--- src/rtl/sfx_sequencer_if.sv ---
// Bus between the game logic and the sound-effect sequencer: the frame
// strobe and collision levels in, the oscillator controls out.
interface sfx_sequencer_if;
  logic       frame_end;
  logic       sheep_hit;
  logic       sword_hit;
  logic       player_hit;
  logic [7:0] period;
  logic [3:0] volume;
  logic       tone_en;
  logic [1:0] sfx_id;

  // Game side: drives strobes/hits, listens to the oscillator controls.
  modport master (
    output frame_end, sheep_hit, sword_hit, player_hit,
    input  period, volume, tone_en, sfx_id
  );

  // Sequencer side.
  modport slave (
    input  frame_end, sheep_hit, sword_hit, player_hit,
    output period, volume, tone_en, sfx_id
  );
endinterface

--- src/rtl/sfx_sequencer.sv ---
// sfx_sequencer: plays one of three 4-note sound effects on a rising edge
// of a collision input. Notes advance on frame_end strobes; a higher
// priority effect (player > sword > sheep) may interrupt a playing one.
// Optional macro SFX_SEQUENCER_DECAY_EN: after the last note, fade the
// volume out by one step per frame in a RELEASE state instead of stopping.
module sfx_sequencer #(
  parameter int unsigned NOTE_SCALE = 1  // frame_end strobes per ROM unit, 1..15
) (
  input  logic             clk,
  input  logic             rst_n,
  sfx_sequencer_if.slave   bus
);

  typedef enum logic [1:0] {IDLE, PLAY, RELEASE} state_t;

  localparam logic [7:0] SCALE8 = 8'(NOTE_SCALE);

  state_t     state_q, state_d;
  logic [1:0] idx_q, idx_d;
  logic [7:0] cnt_q, cnt_d;
  logic [7:0] period_q, period_d;
  logic [3:0] volume_q, volume_d;
  logic       tone_q, tone_d;
  logic [1:0] sfx_q, sfx_d;
  logic       sheep_prev_q, sword_prev_q, player_prev_q;
  logic       arm_q;

  logic [1:0]  ev_id;
  logic        accept;
  logic [11:0] ev_rom;
  logic [11:0] next_rom;

  // Effect ROM: {period[7:0], duration units[3:0]} indexed by effect and note.
  function automatic logic [11:0] rom(input logic [1:0] id, input logic [1:0] idx);
    logic [11:0] r;
    case ({id, idx})
      4'b0100: r = 12'h402;
      4'b0101: r = 12'h302;
      4'b0110: r = 12'h202;
      4'b0111: r = 12'h184;
      4'b1000: r = 12'h801;
      4'b1001: r = 12'h601;
      4'b1010: r = 12'h801;
      4'b1011: r = 12'h601;
      4'b1100: r = 12'hF04;
      4'b1101: r = 12'hD04;
      4'b1110: r = 12'hB04;
      4'b1111: r = 12'h904;
      default: r = 12'h000;
    endcase
    return r;
  endfunction

  function automatic logic [7:0] scaled(input logic [3:0] dur);
    return {4'd0, dur} * SCALE8;
  endfunction

  // Rising-edge detection with priority. arm_q stays low for the first
  // cycle after reset so the edge registers can load the true input levels;
  // a hit held high through reset therefore never looks like a new edge.
  always_comb begin
    ev_id = 2'd0;
    if (arm_q) begin
      if (bus.player_hit && !player_prev_q)     ev_id = 2'd3;
      else if (bus.sword_hit && !sword_prev_q)  ev_id = 2'd2;
      else if (bus.sheep_hit && !sheep_prev_q)  ev_id = 2'd1;
    end
    accept   = (ev_id != 2'd0) && ((state_q != PLAY) || (ev_id > sfx_q));
    ev_rom   = rom(ev_id, 2'd0);
    next_rom = rom(sfx_q, 2'(idx_q + 2'd1));
  end

  // Next-state and registered-output logic of the sequencer FSM.
  always_comb begin
    state_d  = state_q;
    idx_d    = idx_q;
    cnt_d    = cnt_q;
    period_d = period_q;
    volume_d = volume_q;
    sfx_d    = sfx_q;
    if (accept) begin
      // A new event wins over any frame_end in the same cycle.
      state_d  = PLAY;
      idx_d    = 2'd0;
      cnt_d    = scaled(ev_rom[3:0]);
      period_d = ev_rom[11:4];
      volume_d = 4'd15;
      sfx_d    = ev_id;
    end else begin
      case (state_q)
        PLAY: begin
          if (bus.frame_end) begin
            if (cnt_q <= 8'd1) begin
              if (idx_q == 2'd3) begin
`ifdef SFX_SEQUENCER_DECAY_EN
                state_d = RELEASE;
                cnt_d   = 8'd0;
`else
                state_d  = IDLE;
                idx_d    = 2'd0;
                cnt_d    = 8'd0;
                period_d = 8'd0;
                volume_d = 4'd0;
                sfx_d    = 2'd0;
`endif
              end else begin
                idx_d    = 2'(idx_q + 2'd1);
                cnt_d    = scaled(next_rom[3:0]);
                period_d = next_rom[11:4];
              end
            end else begin
              cnt_d = 8'(cnt_q - 8'd1);
            end
          end
        end
        RELEASE: begin
`ifdef SFX_SEQUENCER_DECAY_EN
          if (bus.frame_end) begin
            if (volume_q <= 4'd1) begin
              state_d  = IDLE;
              idx_d    = 2'd0;
              period_d = 8'd0;
              volume_d = 4'd0;
              sfx_d    = 2'd0;
            end else begin
              volume_d = 4'(volume_q - 4'd1);
            end
          end
`else
          state_d  = IDLE;
          idx_d    = 2'd0;
          period_d = 8'd0;
          volume_d = 4'd0;
          sfx_d    = 2'd0;
`endif
        end
        default: begin
          state_d  = IDLE;
          period_d = 8'd0;
          volume_d = 4'd0;
          sfx_d    = 2'd0;
        end
      endcase
    end
    tone_d = (state_d != IDLE);
  end

  // State, outputs and edge registers; reset aborts any effect immediately.
  always_ff @(posedge clk or negedge rst_n) begin
    if (!rst_n) begin
      state_q       <= IDLE;
      idx_q         <= 2'd0;
      cnt_q         <= 8'd0;
      period_q      <= 8'd0;
      volume_q      <= 4'd0;
      tone_q        <= 1'b0;
      sfx_q         <= 2'd0;
      sheep_prev_q  <= 1'b0;
      sword_prev_q  <= 1'b0;
      player_prev_q <= 1'b0;
      arm_q         <= 1'b0;
    end else begin
      state_q       <= state_d;
      idx_q         <= idx_d;
      cnt_q         <= cnt_d;
      period_q      <= period_d;
      volume_q      <= volume_d;
      tone_q        <= tone_d;
      sfx_q         <= sfx_d;
      sheep_prev_q  <= bus.sheep_hit;
      sword_prev_q  <= bus.sword_hit;
      player_prev_q <= bus.player_hit;
      arm_q         <= 1'b1;
    end
  end

  assign bus.period  = period_q;
  assign bus.volume  = volume_q;
  assign bus.tone_en = tone_q;
  assign bus.sfx_id  = sfx_q;

endmodule

--- src/flat_wrapper.sv ---
// flat-port wrapper written by rule: the top's interface ports become plain ports
module sfx_sequencer_flat 
#(
  parameter int unsigned NOTE_SCALE = 1                                          
)
  (clk, rst_n, bus_frame_end, bus_sheep_hit, bus_sword_hit, bus_player_hit, bus_period, bus_volume, bus_tone_en, bus_sfx_id);
  sfx_sequencer_if bus_i ();
  input  logic clk;
  input  logic rst_n;
  input wire logic [$bits(bus_i.frame_end)-1:0] bus_frame_end;
  input wire logic [$bits(bus_i.sheep_hit)-1:0] bus_sheep_hit;
  input wire logic [$bits(bus_i.sword_hit)-1:0] bus_sword_hit;
  input wire logic [$bits(bus_i.player_hit)-1:0] bus_player_hit;
  output wire logic [$bits(bus_i.period)-1:0] bus_period;
  output wire logic [$bits(bus_i.volume)-1:0] bus_volume;
  output wire logic [$bits(bus_i.tone_en)-1:0] bus_tone_en;
  output wire logic [$bits(bus_i.sfx_id)-1:0] bus_sfx_id;
  assign bus_i.frame_end = bus_frame_end;
  assign bus_i.sheep_hit = bus_sheep_hit;
  assign bus_i.sword_hit = bus_sword_hit;
  assign bus_i.player_hit = bus_player_hit;
  assign bus_period = bus_i.period;
  assign bus_volume = bus_i.volume;
  assign bus_tone_en = bus_i.tone_en;
  assign bus_sfx_id = bus_i.sfx_id;
  sfx_sequencer #(.NOTE_SCALE(NOTE_SCALE)) u_core (.clk(clk), .rst_n(rst_n), .bus(bus_i));
endmodule
--- config.mk ---
export PLATFORM = sky130hd
export DESIGN_NAME = sfx_sequencer_flat
export DESIGN_NICKNAME = d
export VERILOG_FILES = /design/src/rtl/sfx_sequencer_if.sv /design/src/rtl/sfx_sequencer.sv /design/src/flat_wrapper.sv
export SDC_FILE = /design/constraint.sdc
export NUM_CORES = 1
export LEC_CHECK = 0
export CORE_MARGIN = 2
export CORE_UTILIZATION = 55
export DETAILED_ROUTE_END_ITERATION = 16
export PLACE_DENSITY = 0.79
export RECOVER_POWER = 100
export REMOVE_ABC_BUFFERS = 1
export SETUP_SLACK_MARGIN = 0.2
export SLEW_MARGIN = 20
export SYNTH_ARGS = -nofsm -noshare
export SYNTH_HDL_FRONTEND = slang
export SYNTH_SLANG_ARGS = --single-unit
--- constraint.sdc ---
create_clock -name clk -period 5 [get_ports clk]
set_input_delay 0.5 -clock clk [delete_from_list [all_inputs] [get_ports clk]]
set_output_delay 0.5 -clock clk [all_outputs]
set_load 0.01 [all_outputs]
# Yosys cells after proc, flatten, opt, wreduce, memory -nomap -nowiden
# Memory sizes are Yosys's and may differ from the RTL's.
# Index checks and enable logic that the tools add are counted.
# Widths: inputs -> output; s select.
[totals]
elab_cells = 78
out_inout_bits = 15
memories = 1
romBits = 128
reg_bits = 31
in_bits = 6
[memory_table]
columns = ["name", "depth", "width", "rd", "rd_ports_with_merged_regs", "write_ports", "line", "source"]
rows = [
  ["(name not given)", 16, 8, 1, 0, 0, "sfx_sequencer.sv:36", "case ({id, idx})"],
]
[classes]
n_mux = 35
reduce_logical = 17
n_eq_ne = 10
order_cmp = 2
addsub = 2
[op_table]
columns = ["operator", "n"]
rows = [
  ["$mux 8", 9],
  ["$pmux 12 s3", 1],
  ["$mux 2", 17],
  ["$mux 4", 6],
  ["$eq 2x2->1 const B", 4],
  ["$le 8x1->1 const B", 1],
  ["$reduce_bool 2->1", 4],
  ["$sub 8x1->8 const B", 1],
  ["$ne 3x1->1 const B", 2],
  ["$reduce_and 3->1", 2],
  ["$eq 2x1->1 const B", 2],
  ["$logic_and 1x1->1", 4],
  ["$pmux 2 s2", 1],
  ["$reduce_and 2->1", 2],
  ["$logic_not 1->1", 3],
  ["$ne 3x2->1 const B", 1],
  ["$reduce_bool 3->1", 1],
  ["$add 2x1->2 const B", 1],
  ["$gt 2x2->1", 1],
  ["$ne 2x1->1 const B", 1],
  ["$logic_or 1x1->1", 1],
  ["$mux 1", 1],
]

# Depth between registers and ports, before layout
[logic_depth]
ltp_word = 11
depth_mapped = 10
ltp_nobuf = 9

# Worst setup path before layout
# Ideal clock, no wire load.
[synth_timing]
path_type = "in2reg"
start = "input port bus_player_hit"
end = "register u_core.cnt_q[1]"
setup_slack_ns = 2.614
required_ns = 4.899
stages = 9
n_path_buf = 1
setup_ns = 0.101
arrival_ns = 2.285
path_cell_list = "nor2b_1 > o21ai_0 > inv_1 > ha_1 > nor2b_1 > o31ai_2 > a21oi_1 > buf_2 > o32ai_1"
[synth_via]
elab_chain_cells = 8
[synth_rtl]
columns = ["element", "line", "source"]
rows = [
  ["start, declared", "flat_wrapper.sv:13", "input wire logic [$bits(bus_i.player_hit)-1:0] bus_player_hit;"],
  ["$logic_and 1x1->1 (*)", "sfx_sequencer.sv:64", "if (bus.player_hit && !player_prev_q) ev_id = 2'd3;"],
  ["$mux 2 (*)", "sfx_sequencer.sv:64", ""],
  ["$mux 2 (*)", "sfx_sequencer.sv:63", "if (arm_q) begin"],
  ["$gt 2x2->1", "sfx_sequencer.sv:68", "accept = (ev_id != 2'd0) && ((state_q != PLAY) || (ev_id > sfx_q));"],
  ["$logic_or 1x1->1", "sfx_sequencer.sv:68", ""],
  ["$logic_and 1x1->1", "sfx_sequencer.sv:68", ""],
  ["$reduce_bool 2->1 (no source line)", "n/a", ""],
  ["$reduce_and 2->1 (no source line)", "n/a", ""],
  ["end signal, assigned", "sfx_sequencer.sv:165", "cnt_q <= cnt_d;"],
  ["end, declared", "sfx_sequencer.sv:20", "logic [7:0] cnt_q, cnt_d;"],
]
# Mark *: on every way between the ends. The rest lies on a longest branch, timed or not.
# A chain may end at the register's enable or synchronous reset.

# Final worst setup path
[layout_timing]
start = "input port bus_player_hit"
end = "register u_core.period_q[5], in the netlist u_core.bus.period[5]"
[layout_via]
elab_chain_cells = 8
[layout_rtl]
columns = ["element", "line", "source"]
rows = [
  ["$logic_and 1x1->1 (*)", "sfx_sequencer.sv:64", ""],
  ["$mux 2 (*)", "sfx_sequencer.sv:64", ""],
  ["$mux 2 (*)", "sfx_sequencer.sv:63", ""],
  ["$gt 2x2->1", "sfx_sequencer.sv:68", ""],
  ["$logic_or 1x1->1", "sfx_sequencer.sv:68", ""],
  ["$logic_and 1x1->1", "sfx_sequencer.sv:68", ""],
  ["$ne 3x1->1 (no source line) or $ne 3x2->1 (tied branches)", "n/a", ""],
  ["$reduce_and 2->1 (no source line)", "n/a", ""],
  ["end signal, assigned", "sfx_sequencer.sv:166", "period_q <= period_d;"],
  ["end, declared", "sfx_sequencer.sv:21", "logic [7:0] period_q, period_d;"],
]
# Marked as above.

==> results.py <==
metrics = {
    "status": {
        "outcome": "completed",
    },
    "cts": {
        "root_buffer": "clkbuf_4",
        "cts_tree": "yes",
        "insertion_delay_ns": 0.32,
        "clock_path_buffers": 2,
        "hold_buffers": 0,
        "cts_buffers": 3,
        "post_cts_buffers": 0,
        "cts_repair_resize_count": 0,
        "numClockSinks": 25,
        "htreeDepth": 1,
        "path_clk_slew_ns": 0.14,
    },
    "timing": {
        "rsz0062_at_grt": "no",
        "max_freq_mhz": 302,
        "finClkSkew_ns": 0.00677,
        "fin_hold_ws_ns": 0.427,
        "period_needed_ns": 3.32,
        "hold_viol_final": 0,
        "setup_viol": 0,
        "drv_slew": 0,
        "finalCritPeriodShare_pct": 66.3,
        "max_slew.worst_pin.slew_ns": 1.30,
        "setup_ws_ns": 1.68,
        "setup_tns_ns": 0,
        "slew_headroom_pct": 13.5,
    },
    "placed_design": {
        "place_area_sq_um": 1670,
        "pre_cts_slack_ns": 1.59,
        "portBuffers": 17,
        "place_congestion": 0.790,
        "dp_hpwl_um": 2370,
    },
    "final_layout": {
        "multiInputGateArea_sq_um": 790,
        "diodes": 0,
        "layout-drive-gt1-share_pct": 4.40,
        "final_design_area_no_fill_sq_um": 1690,
        "fillers": 243,
        "seq_area_sq_um": 626,
        "synthToLayoutAreaGrowth_pct": 9.76,
        "nets": 201,
    },
    "pwr": {
        "p_leak_uw": 0.000790,
        "p_per_area_nw_per_um2": 532,
        "total_power_uw": 898,
        "ir_worst_vdd_mv": 0.424,
    },
    "synth": {
        "yosys.area.top_type_share_pct": 40.7,
        "netlist_area_sq_um": 1540,
        "ys_types": 40,
        "syn_area_per_cell_sq_um": 9.00,
        "ys_seq_area_share_pct": 40.7,
        "async_flop_share_pct": 100,
        "synth_flop_cell": "dfrtp_1",
        "synthTopCellsByCount": "dfrtp_1 (25), nand2_1 (17), a21oi_1 (16)",
        "netlist_instances": 171,
        "yosysWarnings": 0,
        "yosysMostFrequentCell": "dfrtp_1",
        "synth_top_area_cell": "dfrtp_1",
        "synth.top_cells.by_area": "dfrtp_1 (41%), ha_1 (9.8%), a21oi_1 (5.2%)",
        "synth_edf_count": 0,
        "ys_seq_elements": 25,
    },
    "drt": {
        "ant_nets": 0,
        "drt-total-wl_um": 3170,
        "wl_per_cell_um": 14.9,
        "vias_per_cell": 5.85,
        "drt_iter0_drc": 30,
        "dr.pass1.iters": 4,
        "drcViolationCount": 0,
        "num_vias": 1245,
    },
    "worst_setup_path": {
        "r2r_cells": 9,
        "slowest_delay_ns": 0.56,
        "arrival_ns": 3.55,
        "timing.rr.start": "u_core.player_prev_q",
        "worstPathCellList": "dlygate4sd3_1, nor2b_1, o21ai_0, inv_1, ha_1, nor2b_1, o31ai_1, a21o_1, nand2_1, o31ai_1",
        "endpoint_kind": "flip-flop",
        "r2r_end": "u_core.bus.period[5]",
        "crit_family": "compound AO/OA/AOI/OAI gates",
        "start_kind": "input pin",
        "path_class": "in -> reg",
        "crit_required_ns": 5.23,
        "crit_buf_inv": 2,
        "slowest_stage": "dlygate4sd3_1",
        "path_max_fanout": 11,
        "rrSetupSlack_ns": 2.12,
    },
    "floorplanning": {
        "rows": 19,
        "ios": 21,
        "chipWidth_um": 56.9,
        "core_sq_um": 2710,
        "fp.dieH_um": 56.9,
        "die_area_sq_um": 3240,
        "initial_core_util_pct": 56.8,
    },
    "hold_path": {
        "min_path_type": "in -> async",
    },
    "global_route": {
        "track_usage_pct": 21.1,
        "grt_pass1_wl_um": 5380,
        "grt_pass1_vias": 1178,
        "grt_max_degree": 26,
        "gr-total-overflow": 0,
        "antenna_found_initial": 0,
    },
    "flow_run": {
        "cap_violations": 0,
    },
}
## cell usage in the layout, fill, tap and decap left out, types with 2 or more instances in the layout
cell and count:
dfrtp_1 25, o21ai_0 8, inv_1 11, a21oi_1 16, clkbuf_4 3, nand3_1 8, or2_2 2, mux2i_1 3
conb_1 4, nor2_1 12, o31a_1 2, nor3_1 6, a31oi_1 3, ha_1 12, nand2b_1 3, and3_1 2
dlygate4sd3_1 15, o31ai_1 3, xor2_1 2, nand4_1 2, nor2b_1 3, o32ai_1 2, nand2_1 17, or3_1 3
## per-stage QoR
step,instances,utilization [%]
after floorplan,161,-
after global placement,209,61.6
after detailed placement,209,61.4
after CTS,213,62.6
after global routing,213,62.3
final,213,62.3
## report_power, final
| part | switching, uW | total [uW] | internal [uW] |
|---|---|---|---|
| Clock | 62.3 | 92.8 | 30.5 |
| Sequential | 69.6 | 333 | 263 |
| Combinational | 277 | 473 | 196 |
## flip-flops by register name (all words and copies together), names as in the netlist, 2 cells and up
signal             count
u_core.bus.period      5
u_core.bus.sfx_id      2
u_core.cnt_q           8
u_core.idx_q           2
u_core.state_q         2
## how the worst max path moves through the flow
stage                         startpoint                    to  cells past startpoint
after global placement    bus_player_hit  u_core.bus.period[5]                     10
after floorplan           bus_player_hit  u_core.bus.period[5]                      9
after global routing      bus_player_hit  u_core.bus.period[5]                     10
final                     bus_player_hit  u_core.bus.period[5]                     10
after CTS                 bus_player_hit  u_core.bus.period[4]                     10
after detailed placement  bus_player_hit  u_core.bus.period[4]                     10
## final cells by class
type / instances / share of cell area (%)
Tap cell: 31 / 2.30
Inverter: 11 / 2.44
Clock inverter: 1 / 0.444
Clock buffer: 3 / 1.33
Timing Repair Buffer: 17 / 9.70
Multi-Input combinational cell: 125 / 46.7
Sequential cell: 25 / 37.0
## worst reg2reg max path: cells and delay by family (launching register included)
family,cells,cell delay (ns)
compound gates,4,1.44
fa+ha+maj,1,0.24
buf+inv,1,0.11
flops,1,0.40
simple gates,3,0.62
## cells by family (layout without fill, tap and decap cells)
group,after synthesis,after routing,share of synthesized area (%)
AND/OR/NAND/NOR,64,64,21.4
AO/OA/AOI/OAI,40,40,16.4
flip-flops,25,25,40.7
buffers and inverters,23,32,8.21
adder cells (fa/ha/maj),12,12,9.76
multiplexers,3,3,1.95
other,2,4,0.488
XOR/XNOR,2,2,1.14
## per-layer routing
layer	global-route usage [%]	share of wire, %	routed length [um]	up-vias
li1	-	-	-	613
met1	27.5	46	1450	600
met2	36.5	50	1570	26
met3	2.53	2.9	91	6
met4	6.31	1.7	55	0
met5	0	0	0	-
No activity file was read; power rests on OpenSTA's default activity.
